===== src/rtl/cosim_reg_write_serializer.sv =====
// cosim_reg_write_serializer
// Packs one register-write commit record (key + value) into a stream of
// DPI-width words, least-significant word first: key words, then value words.
// Holds a single record at a time. A new record may be accepted in the same
// cycle as the last word of the previous one, so a continuous supply of
// records streams with no bubble between items.

module cosim_reg_write_serializer #(
  parameter int XREG_W         = 64,
  parameter int FREG_W         = 128,
  parameter int DPI_W          = 32,
  parameter int REG_KEY_TYPE_W = 4,
  parameter int REG_KEY_ID_W   = 60
) (
  input  logic                      clk_i,
  input  logic                      rst_i,
  input  logic                      in_valid_i,
  output logic                      in_ready_o,
  input  logic [REG_KEY_TYPE_W-1:0] in_key_type_i,
  input  logic [REG_KEY_ID_W-1:0]   in_key_id_i,
  input  logic [FREG_W-1:0]         in_value_i,
  output logic                      out_valid_o,
  input  logic                      out_ready_i,
  output logic [DPI_W-1:0]          out_word_o,
  output logic                      out_first_o,
  output logic                      out_last_o,
  output logic                      busy_o,
  output logic [31:0]               items_sent_o
);

  localparam int KEY_WORDS  = XREG_W / DPI_W;
  localparam int ITEM_WORDS = KEY_WORDS + FREG_W / DPI_W;
  localparam int ITEM_W     = XREG_W + FREG_W;
  localparam int IDX_W      = $clog2(ITEM_WORDS);
  localparam logic [IDX_W-1:0] LAST_IDX = IDX_W'(ITEM_WORDS - 1);

  // Parameter sanity: both fields must split evenly into output words and
  // the key fields must exactly fill the integer register width.
  if (XREG_W % DPI_W != 0) begin : g_xreg_align_check
    $error("XREG_W must be a multiple of DPI_W");
  end
  if (FREG_W % DPI_W != 0) begin : g_freg_align_check
    $error("FREG_W must be a multiple of DPI_W");
  end
  if (REG_KEY_TYPE_W + REG_KEY_ID_W != XREG_W) begin : g_key_width_check
    $error("REG_KEY_TYPE_W + REG_KEY_ID_W must equal XREG_W");
  end

  typedef enum logic [0:0] {
    IDLE = 1'b0,
    SEND = 1'b1
  } state_t;

  state_t              state_q;
  state_t              state_d;
  logic [IDX_W-1:0]    idx_q;
  logic [IDX_W-1:0]    idx_d;
  logic [ITEM_W-1:0]   hold_q;
  logic [31:0]         items_sent_q;
  logic                ready_raw;
  logic                load;
  logic                item_done;
  logic [DPI_W-1:0]    word_sel;

  // State, word index, holding register and item counter; reset discards any partial item.
  always_ff @(posedge clk_i) begin
    if (rst_i) begin
      state_q      <= IDLE;
      idx_q        <= '0;
      hold_q       <= '0;
      items_sent_q <= '0;
    end else begin
      state_q <= state_d;
      idx_q   <= idx_d;
      if (load) begin
        hold_q <= {in_value_i, in_key_type_i, in_key_id_i};
      end
      if (item_done) begin
        items_sent_q <= items_sent_q + 32'd1;
      end
    end
  end

  // Next-state logic: accept in IDLE, or on the last-word handshake to chain items back to back.
  always_comb begin
    state_d     = state_q;
    idx_d       = idx_q;
    ready_raw   = 1'b0;
    load        = 1'b0;
    item_done   = 1'b0;
    out_valid_o = 1'b0;
    case (state_q)
      IDLE: begin
        ready_raw = 1'b1;
        if (in_valid_i) begin
          load    = 1'b1;
          idx_d   = '0;
          state_d = SEND;
        end
      end
      SEND: begin
        out_valid_o = 1'b1;
        if (out_ready_i) begin
          if (idx_q == LAST_IDX) begin
            item_done = 1'b1;
            ready_raw = 1'b1;
            if (in_valid_i) begin
              load  = 1'b1;
              idx_d = '0;
            end else begin
              state_d = IDLE;
            end
          end else begin
            idx_d = idx_q + IDX_W'(1);
          end
        end
      end
      default: begin
        state_d = IDLE;
      end
    endcase
  end

  // Output word select from the holding register; idle cycles present zero.
  always_comb begin
    word_sel = '0;
    for (int i = 0; i < ITEM_WORDS; i++) begin
      if (idx_q == IDX_W'(i)) begin
        word_sel = hold_q[i*DPI_W +: DPI_W];
      end
    end
  end

  assign in_ready_o   = ready_raw && !rst_i;
  assign out_word_o   = out_valid_o ? word_sel : '0;
  assign out_first_o  = out_valid_o && (idx_q == '0);
  assign out_last_o   = out_valid_o && (idx_q == LAST_IDX);
  assign busy_o       = (state_q == SEND);
  assign items_sent_o = items_sent_q;

endmodule

===== config.mk =====
export PLATFORM = sky130hd
export DESIGN_NAME = cosim_reg_write_serializer
export DESIGN_NICKNAME = d
export VERILOG_FILES = /design/src/rtl/cosim_reg_write_serializer.sv
export SDC_FILE = /design/constraint.sdc
export NUM_CORES = 1
export LEC_CHECK = 0
export ABC_AREA = 1
export CORE_MARGIN = 3
export CORE_UTILIZATION = 42
export DETAILED_ROUTE_END_ITERATION = 7
export DONT_BUFFER_PORTS = 1
export PLACE_DENSITY_LB_ADDON = 0.05
export SYNTH_ARGS = -nofsm -noshare
export SYNTH_HDL_FRONTEND = slang
export SYNTH_SLANG_ARGS = --single-unit

===== constraint.sdc =====
create_clock -name clk_i -period 2.4 [get_ports clk_i]
set_clock_uncertainty 0.1 [all_clocks]
set_input_delay 0.36 -clock clk_i [delete_from_list [all_inputs] [get_ports clk_i]]
set_output_delay 0.36 -clock clk_i [all_outputs]
set_load 0.1 [all_outputs]

==> metrics.txt, run 1 <==
# TYPE chip_impl_metric gauge
chip_impl_info{name="result_of_the_run",value="finished with violations"} 1
chip_impl_info{name="failed_checks",value="setup timing"} 1
chip_impl_metric{name="htreeDepth",unit=""} 1
chip_impl_info{name="cp_cell_sequence",value="inv_4, ha_4, inv_2, nor2_4, buf_12, clkbuf_16, nand3_1, nand3_2, nand3_1, nand2_1, nand2_2, a21oi_4, buf_12"} 1
chip_impl_metric{name="synth_area_per_cell",unit="µm²"} 6.710
chip_impl_metric{name="drive_gt1_frac",unit=""} 0.1972
chip_impl_metric{name="io-pin-count",unit=""} 265
chip_impl_metric{name="clock_latency_at_the_later_pin_of_the_worst_skew_pair",unit="ns"} 0.52
chip_impl_info{name="path_class",value="register to output pin"} 1
chip_impl_metric{name="critPathArrivalTime",unit="ns"} 2.32
chip_impl_metric{name="detail-route-antenna-nets",unit=""} 0
chip_impl_info{name="kind_of_launch_point_of_the_worst_setup_path",value="register"} 1
chip_impl_metric{name="clk_pin_slew",unit="ns"} 0.06
chip_impl_metric{name="timing_worst_slew_pin_value",unit="ns"} 0.7903
chip_impl_metric{name="area_growth_syn_to_layout",unit="%"} 52.65
chip_impl_metric{name="slew_headroom",unit=""} 0.4714
chip_impl_info{name="hold_path.class",value="input port to register"} 1
chip_impl_metric{name="setup-tns-final",unit="ns"} -10.71
chip_impl_metric{name="antenna_found_initial",unit=""} 1
chip_impl_info{name="crit_path_end_kind",value="output pin"} 1
chip_impl_metric{name="global_route.usage.total",unit=""} 0.2428
chip_impl_metric{name="synth_async_sr_flop_share",unit=""} 0
chip_impl_metric{name="floorplan.core_area",unit="µm²"} 24750
chip_impl_metric{name="grt_remaining_overflow",unit=""} 0
chip_impl_metric{name="placer_s_final_routability_congestion_estimate",unit=""} 0.8339
chip_impl_metric{name="first_global_vias",unit=""} 10812
chip_impl_metric{name="share_of_the_clock_period_used_by_the_worst_path",unit=""} 1.157
chip_impl_metric{name="initial_core_util",unit=""} 0.4338
chip_impl_metric{name="number_of_cts_inserted_buffers",unit=""} 26
chip_impl_metric{name="pin_count_of_the_biggest_net_entering_global_routing",unit=""} 92
chip_impl_info{name="tritoncts_clock_tree",value="done"} 1
chip_impl_metric{name="design.final.nets",unit=""} 2039
chip_impl_metric{name="synth.lib_cells_used.distinct",unit=""} 29
chip_impl_metric{name="ir_worst_vdd",unit="V"} 0.0005341
chip_impl_metric{name="synthesis.nets",unit=""} 1802
chip_impl_metric{name="postLayoutSetupSlackWorst",unit="ns"} -0.3771
chip_impl_metric{name="stage_delay_of_the_slowest_cell_on_the_critical_path",unit="ns"} 0.36
chip_impl_metric{name="std_cell_rows",unit=""} 57
chip_impl_metric{name="area_of_combinational_cells_with_multiple_inputs",unit="µm²"} 5704
chip_impl_metric{name="final_max_slew_viol_count",unit=""} 0
chip_impl_metric{name="clock_sink_count",unit=""} 228
chip_impl_info{name="yosys_most_used_dff",value="sky130_fd_sc_hd__dfxtp_1"} 1
chip_impl_metric{name="timing.reg2reg.setup_slack",unit="ns"} 0.11
chip_impl_metric{name="ys.warnings.count",unit=""} 0
chip_impl_metric{name="synth_edf_count",unit=""} 0
chip_impl_metric{name="hpwl",unit="µm"} 23110
chip_impl_metric{name="via_per_inst",unit=""} 5.131
chip_impl_metric{name="ffs_latches_synth",unit=""} 228
chip_impl_metric{name="clock_tree.buffer_depth",unit=""} 3
chip_impl_metric{name="critPathRequiredTime",unit="ns"} 1.94
chip_impl_metric{name="leakagePower",unit="nW"} 6.367
chip_impl_metric{name="achievable-frequency",unit="MHz"} 360.1
chip_impl_metric{name="timing.final.setup_violations",unit=""} 32
chip_impl_metric{name="drcViolationCount",unit=""} 0
chip_impl_info{name="critPathSlowestCell",value="sky130_fd_sc_hd__dfxtp_4"} 1
chip_impl_metric{name="routed_wl",unit="µm"} 35740
chip_impl_metric{name="die_y",unit="µm"} 165.9
chip_impl_metric{name="die_area",unit="µm²"} 27520
chip_impl_metric{name="fin_crit",unit="ns"} 2.777
chip_impl_metric{name="drt-wirelength-per-cell",unit="µm"} 16.39
chip_impl_info{name="clock_tree.root_cell",value="sky130_fd_sc_hd__clkbuf_16"} 1
chip_impl_metric{name="timing.critical_path.fanout_max",unit=""} 5
chip_impl_metric{name="final-seq-area",unit="µm²"} 4574
chip_impl_metric{name="max-cap-violations",unit=""} 0
chip_impl_metric{name="synth-seq-area-share",unit=""} 0.4251
chip_impl_metric{name="power.density_cell_area",unit="nW/µm²"} 626.9
chip_impl_metric{name="worst_hold_slack",unit="ns"} 0.004538
chip_impl_metric{name="syn_inst",unit=""} 1600
chip_impl_info{name="rsz0062_at_grt",value="yes"} 1
chip_impl_metric{name="numPortBuffers",unit=""} 0
chip_impl_metric{name="nFillCells",unit=""} 2112
chip_impl_metric{name="synthesis.area",unit="µm²"} 10740
chip_impl_metric{name="dr_total_vias",unit=""} 11191
chip_impl_metric{name="drtPass1Iterations",unit=""} 8
chip_impl_metric{name="timing.final.hold_violations",unit=""} 0
chip_impl_metric{name="wire_length_of_the_first_global_routing_pass",unit="µm"} 55700
chip_impl_metric{name="fin_cells",unit=""} 2181
chip_impl_metric{name="die_x",unit="µm"} 165.9
chip_impl_metric{name="place.detailed.instances",unit=""} 1922
chip_impl_metric{name="initialDrtViolationCount",unit=""} 687
==> per-stage QoR <==
step                      instance area, µm²  total power, mW  setup slack [ns]  utilization
after global routing                   16390            10.73           -0.4909       0.6623
after global placement                 12470            5.694            0.1135       0.5040
after floorplan                        11100            5.261         0.0001925            -
after CTS                              15640            10.23           -0.3995       0.6318
after detailed placement               12470            5.716           0.08457       0.5040
final                                  16390            10.27           -0.3771       0.6623
==> kinds of logic after synthesis <==
kind of cell / share of synthesized area
simple gates: 0.1851
compound gates: 0.2444
flops: 0.4251
buf+inv: 0.1384
fa+ha+maj: 0.006992
==> cells in the mapped netlist (all sizes together) (2+ instances only) <==
master    n  share of area
nand3   111          0.053
ha        6         0.0070
o21ai   271           0.13
dfxtp   228           0.43
nor3b     2         0.0019
o21a      2         0.0014
nor3      6         0.0028
nand4     5         0.0041
clkbuf   57          0.020
inv     272          0.095
buf      49          0.023
nor2     74          0.028
a21oi   245           0.11
a31oi     3         0.0017
nand2   265          0.093
==> flip-flops by register name, indices dropped and copies added (netlist names) <==
signal        count
hold_q          192
idx_q             3
items_sent_o     32
busy_o            1
==> layout make-up <==
class / count / area share
inverter: 272 / 0.06382
sequential: 228 / 0.2791
multi-input combinational: 994 / 0.3480
timing repair buffer: 315 / 0.2296
clock buffer: 32 / 0.04359
antenna: 1 / 0.0001527
clock inverter: 15 / 0.01092
tap: 324 / 0.02473
==> cells in the final DEF, fill, tap and decap left out, drive strengths merged, types with 40 or more instances in the layout <==
| cell type | n |
|---|---|
| inv | 272 |
| nand2 | 265 |
| o21ai | 271 |
| buf | 122 |
| clkbuf | 40 |
| dfxtp | 228 |
| nand3 | 111 |
| a21oi | 245 |
| nor2 | 74 |
| dlygate4sd3 | 185 |
==> path summary, 6_finish.rpt <==
path | from | endpoint | cells past startpoint
worst max-delay path | idx_q[0]$_SDFFE_PP0P_ | out_word_o[19] | 13
worst min-delay path | in_value_i[50] | hold_q[114]$_SDFFE_PP0P_ | 2
worst min register to register | hold_q[176]$_SDFFE_PP0P_ | hold_q[176]$_SDFFE_PP0P_ | 2
worst max register to register | idx_q[1]$_SDFFE_PP0P_ | idx_q[1]$_SDFFE_PP0P_ | 11
==> critical path, delay by kind of cell, from the launching register on <==
kind                     cells  cell delay [ns]
AO/OA/AOI/OAI                1             0.17
adder cells (fa/ha/maj)      1             0.12
buffers and inverters        5             0.57
AND/OR/NAND/NOR              6             0.57
flip-flops                   1             0.36
==> layer usage <==
layer / part of all wire / vias to the layer above / routed length (µm) / global-route usage
li1: - / 5633 / - / -
met1: 0.43 / 5177 / 15220 / 0.3026
met2: 0.49 / 317 / 17510 / 0.4272
met3: 0.056 / 64 / 1995 / 0.04666
met4: 0.029 / 0 / 1022 / 0.07197
met5: 0 / - / 0 / 0
==> power by group <==
part / switching [mW] / internal, mW / leakage [nW] / total (mW)
registers: 0.131 / 4.06 / 1.88 / 4.19
logic: 1.13 / 0.806 / 4.04 / 1.94
clock network: 1.61 / 2.54 / 0.447 / 4.15
total: 2.88 / 7.40 / 6.37 / 10.3
==> repair_timing <==
action	4_1_cts	5_1_grt
gates resized for setup	78	112
endpoints found under the hold margin	197	1
endpoints found under the setup margin	33	33
pin swaps	24	59
setup buffers	6	10
hold buffers	184	1
gates cloned	4	8
Note: power is estimated with default switching activity, not from simulation.
==> run 2: changes to the inputs <==
- CORE_UTILIZATION: 42 -> 49
==> metrics.txt, run 2 (synthesized netlist as in run 1, its figures left out) <==
# TYPE chip_impl_metric gauge
chip_impl_metric{name="std_cell_rows",unit=""} 53
chip_impl_metric{name="timing_worst_slew_pin_value",unit="ns"} 0.7213
chip_impl_metric{name="timing.reg2reg.setup_slack",unit="ns"} 0.23
chip_impl_info{name="hold_path.class",value="input port to register"} 1
chip_impl_metric{name="postLayoutSetupSlackWorst",unit="ns"} -0.4134
chip_impl_metric{name="pin_count_of_the_biggest_net_entering_global_routing",unit=""} 69
chip_impl_metric{name="initialDrtViolationCount",unit=""} 947
chip_impl_metric{name="clock_latency_at_the_later_pin_of_the_worst_skew_pair",unit="ns"} 0.53
chip_impl_metric{name="hpwl",unit="µm"} 22280
chip_impl_metric{name="area_growth_syn_to_layout",unit="%"} 48.04
chip_impl_metric{name="initial_core_util",unit=""} 0.5044
chip_impl_metric{name="numPortBuffers",unit=""} 0
chip_impl_metric{name="wire_length_of_the_first_global_routing_pass",unit="µm"} 56000
chip_impl_metric{name="routed_wl",unit="µm"} 35300
chip_impl_metric{name="slew_headroom",unit=""} 0.5175
chip_impl_metric{name="clock_sink_count",unit=""} 228
chip_impl_metric{name="placer_s_final_routability_congestion_estimate",unit=""} 0.8336
chip_impl_metric{name="clock_power_share",unit=""} 0.409
chip_impl_metric{name="htreeDepth",unit=""} 1
chip_impl_metric{name="fin_total_pwr",unit="mW"} 10.24
chip_impl_metric{name="antenna_found_initial",unit=""} 2
chip_impl_metric{name="critPathArrivalTime",unit="ns"} 2.35
chip_impl_metric{name="seq_power_share",unit=""} 0.409
chip_impl_info{name="most_frequent_cells_in_the_layout",value="266 x sky130_fd_sc_hd__inv_1, 234 x sky130_fd_sc_hd__o21ai_0, 224 x sky130_fd_sc_hd__dfxtp_1"} 1
chip_impl_metric{name="critPathRequiredTime",unit="ns"} 1.94
chip_impl_info{name="mostFrequentLayoutCell",value="sky130_fd_sc_hd__inv_1"} 1
chip_impl_metric{name="share_of_the_clock_period_used_by_the_worst_path",unit=""} 1.172
chip_impl_info{name="crit_path_end_kind",value="output pin"} 1
chip_impl_metric{name="grt_remaining_overflow",unit=""} 0
chip_impl_metric{name="design.final.nets",unit=""} 2040
chip_impl_info{name="path_class",value="register to output pin"} 1
chip_impl_metric{name="number_of_cts_inserted_buffers",unit=""} 26
chip_impl_info{name="setup.worst_path.start",value="idx_q[1]$_SDFFE_PP0P_"} 1
chip_impl_metric{name="clock_tree.buffer_depth",unit=""} 3
chip_impl_metric{name="via_per_inst",unit=""} 5.338
chip_impl_metric{name="final_max_slew_viol_count",unit=""} 0
chip_impl_info{name="failed_checks",value="setup timing"} 1
chip_impl_metric{name="die_y",unit="µm"} 154.0
chip_impl_metric{name="leakagePower",unit="nW"} 6.212
chip_impl_metric{name="global_route.usage.total",unit=""} 0.2842
chip_impl_metric{name="drtPass1Iterations",unit=""} 7
chip_impl_metric{name="fin_crit",unit="ns"} 2.813
chip_impl_metric{name="drt-wirelength-per-cell",unit="µm"} 16.53
chip_impl_metric{name="timing.final.hold_violations",unit=""} 0
chip_impl_metric{name="switching_share",unit=""} 0.2788
chip_impl_metric{name="nFillCells",unit=""} 1598
chip_impl_metric{name="r2r.worst_path.cells",unit=""} 12
chip_impl_metric{name="detail-route-antenna-nets",unit=""} 0
chip_impl_metric{name="final-seq-area",unit="µm²"} 4572
chip_impl_metric{name="power_switching",unit="mW"} 2.856
chip_impl_info{name="result_of_the_run",value="finished with violations"} 1
chip_impl_metric{name="achievable-frequency",unit="MHz"} 355.4
chip_impl_info{name="start_of_the_worst_register_to_register_path",value="idx_q[1]$_SDFFE_PP0P_"} 1
chip_impl_metric{name="timing.critical_path.fanout_max",unit=""} 8
chip_impl_metric{name="place.detailed.instances",unit=""} 1880
chip_impl_metric{name="worst_hold_slack",unit="ns"} 0.09523
chip_impl_info{name="rsz0062_at_grt",value="yes"} 1
chip_impl_metric{name="ir_worst_vdd",unit="V"} 0.0006407
chip_impl_metric{name="dr_total_vias",unit=""} 11397
chip_impl_metric{name="max-cap-violations",unit=""} 0
chip_impl_metric{name="power.density_cell_area",unit="nW/µm²"} 644.5
chip_impl_metric{name="first_global_vias",unit=""} 11242
chip_impl_info{name="r2r_end",value="items_sent_o[24]$_SDFFE_PP0P_"} 1
chip_impl_metric{name="drcViolationCount",unit=""} 0
chip_impl_metric{name="die_area",unit="µm²"} 23720
chip_impl_metric{name="timing.final.setup_violations",unit=""} 32
chip_impl_metric{name="floorplan.core_area",unit="µm²"} 21290
chip_impl_info{name="tritoncts_clock_tree",value="done"} 1
chip_impl_info{name="whs_endpoint",value="idx_q[1]$_SDFFE_PP0P_"} 1
chip_impl_metric{name="internal_power",unit="mW"} 7.387
chip_impl_info{name="hold_start",value="out_ready_i"} 1
chip_impl_metric{name="largest_register_ff_count",unit=""} 192
chip_impl_metric{name="die_x",unit="µm"} 154.0
chip_impl_metric{name="drive_gt1_frac",unit=""} 0.1642
chip_impl_metric{name="area_of_combinational_cells_with_multiple_inputs",unit="µm²"} 5384
chip_impl_metric{name="fin_cells",unit=""} 2135
chip_impl_metric{name="clk_pin_slew",unit="ns"} 0.06
chip_impl_metric{name="whs_path_depth",unit=""} 4
chip_impl_info{name="kind_of_launch_point_of_the_worst_setup_path",value="register"} 1
chip_impl_info{name="clock_tree.root_cell",value="sky130_fd_sc_hd__clkbuf_16"} 1
chip_impl_info{name="largest_register",value="hold_q"} 1
chip_impl_metric{name="io-pin-count",unit=""} 265
chip_impl_metric{name="combinationalPowerShare",unit=""} 0.182
## run 2: cell types whose count changed in the layout (fill, tap and decap cells not counted), moves of 5 or more
| cell | previous run | this run |
|---|---|---|
| sky130_fd_sc_hd__nand2_2 | 58 | 44 |
| sky130_fd_sc_hd__nand2_1 | 200 | 219 |
| sky130_fd_sc_hd__clkbuf_16 | 35 | 27 |
| sky130_fd_sc_hd__clkbuf_8 | 2 | 8 |
| sky130_fd_sc_hd__dlygate4sd3_1 | 185 | 194 |
| sky130_fd_sc_hd__clkinv_2 | 9 | 3 |
| sky130_fd_sc_hd__nand3_4 | 6 | 1 |
| sky130_fd_sc_hd__nand3_1 | 44 | 76 |
| sky130_fd_sc_hd__nand3_2 | 61 | 34 |
## run 2: critical path, stage by stage, from the launching register on
cell	delay, ns
sky130_fd_sc_hd__dfxtp_2	0.34
sky130_fd_sc_hd__inv_2	0.08
sky130_fd_sc_hd__ha_4	0.13
sky130_fd_sc_hd__inv_2	0.04
sky130_fd_sc_hd__nor2_4	0.12
sky130_fd_sc_hd__buf_12	0.15
sky130_fd_sc_hd__buf_16	0.13
sky130_fd_sc_hd__nand3_1	0.09
sky130_fd_sc_hd__nand3_2	0.10
sky130_fd_sc_hd__nand3_2	0.09
sky130_fd_sc_hd__nand2_1	0.10
sky130_fd_sc_hd__nand2_2	0.08
sky130_fd_sc_hd__a21oi_4	0.18
sky130_fd_sc_hd__buf_12	0.19
## run 2: what timing repair did
action | 4_1_cts | 5_1_grt
resized for setup | 58 | 45
setup buffers | 3 | 2
endpoints found under the setup margin | 33 | 34
hold buffers | 195 | 0
hold endpoints to repair | 208 | 0
pin swaps | 17 | 21
cloned | 4 | 1
## run 2: worst max-delay path by stage
stage	end	cells after the start
5_1_grt	out_word_o[6]	13
2_1_floorplan	out_word_o[21]	11
3_5_place_dp	out_word_o[15]	11
6_report	out_word_o[6]	13
4_1_cts	out_word_o[6]	9
3_3_place_gp	out_word_o[30]	9
## run 2: metrics by stage
stage / cell area, µm² / utilization / setup TNS (ns) / setup WS [ns]
after global placement: 12460 / 0.5855 / 0 / 0.1523
after global routing: 15890 / 0.7467 / -14.44 / -0.5144
final: 15890 / 0.7467 / -10.60 / -0.4134
after floorplan: 11100 / - / 0 / 0.0001925
after CTS: 15680 / 0.7365 / -11.31 / -0.3786
after detailed placement: 12460 / 0.5855 / 0 / 0.1048
## run 2: per-layer routing
metal / global-route usage / wire (µm) / vias to the layer above
met1: 0.3439 / 14250 / 5275
met3: 0.05207 / 2251 / 100
met5: 0 / 0 / -
li1: - / - / 5629
met4: 0.1182 / 1277 / 0
met2: 0.4960 / 17520 / 393
## run 2: final cells by class
cell class,count,area share
clock inverter,11,0.009604
tap,275,0.02165
multi-input combinational,994,0.3387
timing repair buffer,316,0.2288
antenna,2,0.0003149
clock buffer,37,0.04857
inverter,272,0.06471
sequential,228,0.2876
## run 2: power groups by stage
stage	clock, mW	combinational, mW	sequential [mW]
2_1_floorplan	0	1.03	4.23
6_report	4.19	1.86	4.19
3_3_place_gp	0	1.42	4.26
5_1_grt	4.41	2.02	4.22
4_1_cts	4.24	1.79	4.19
3_5_place_dp	0	1.45	4.27
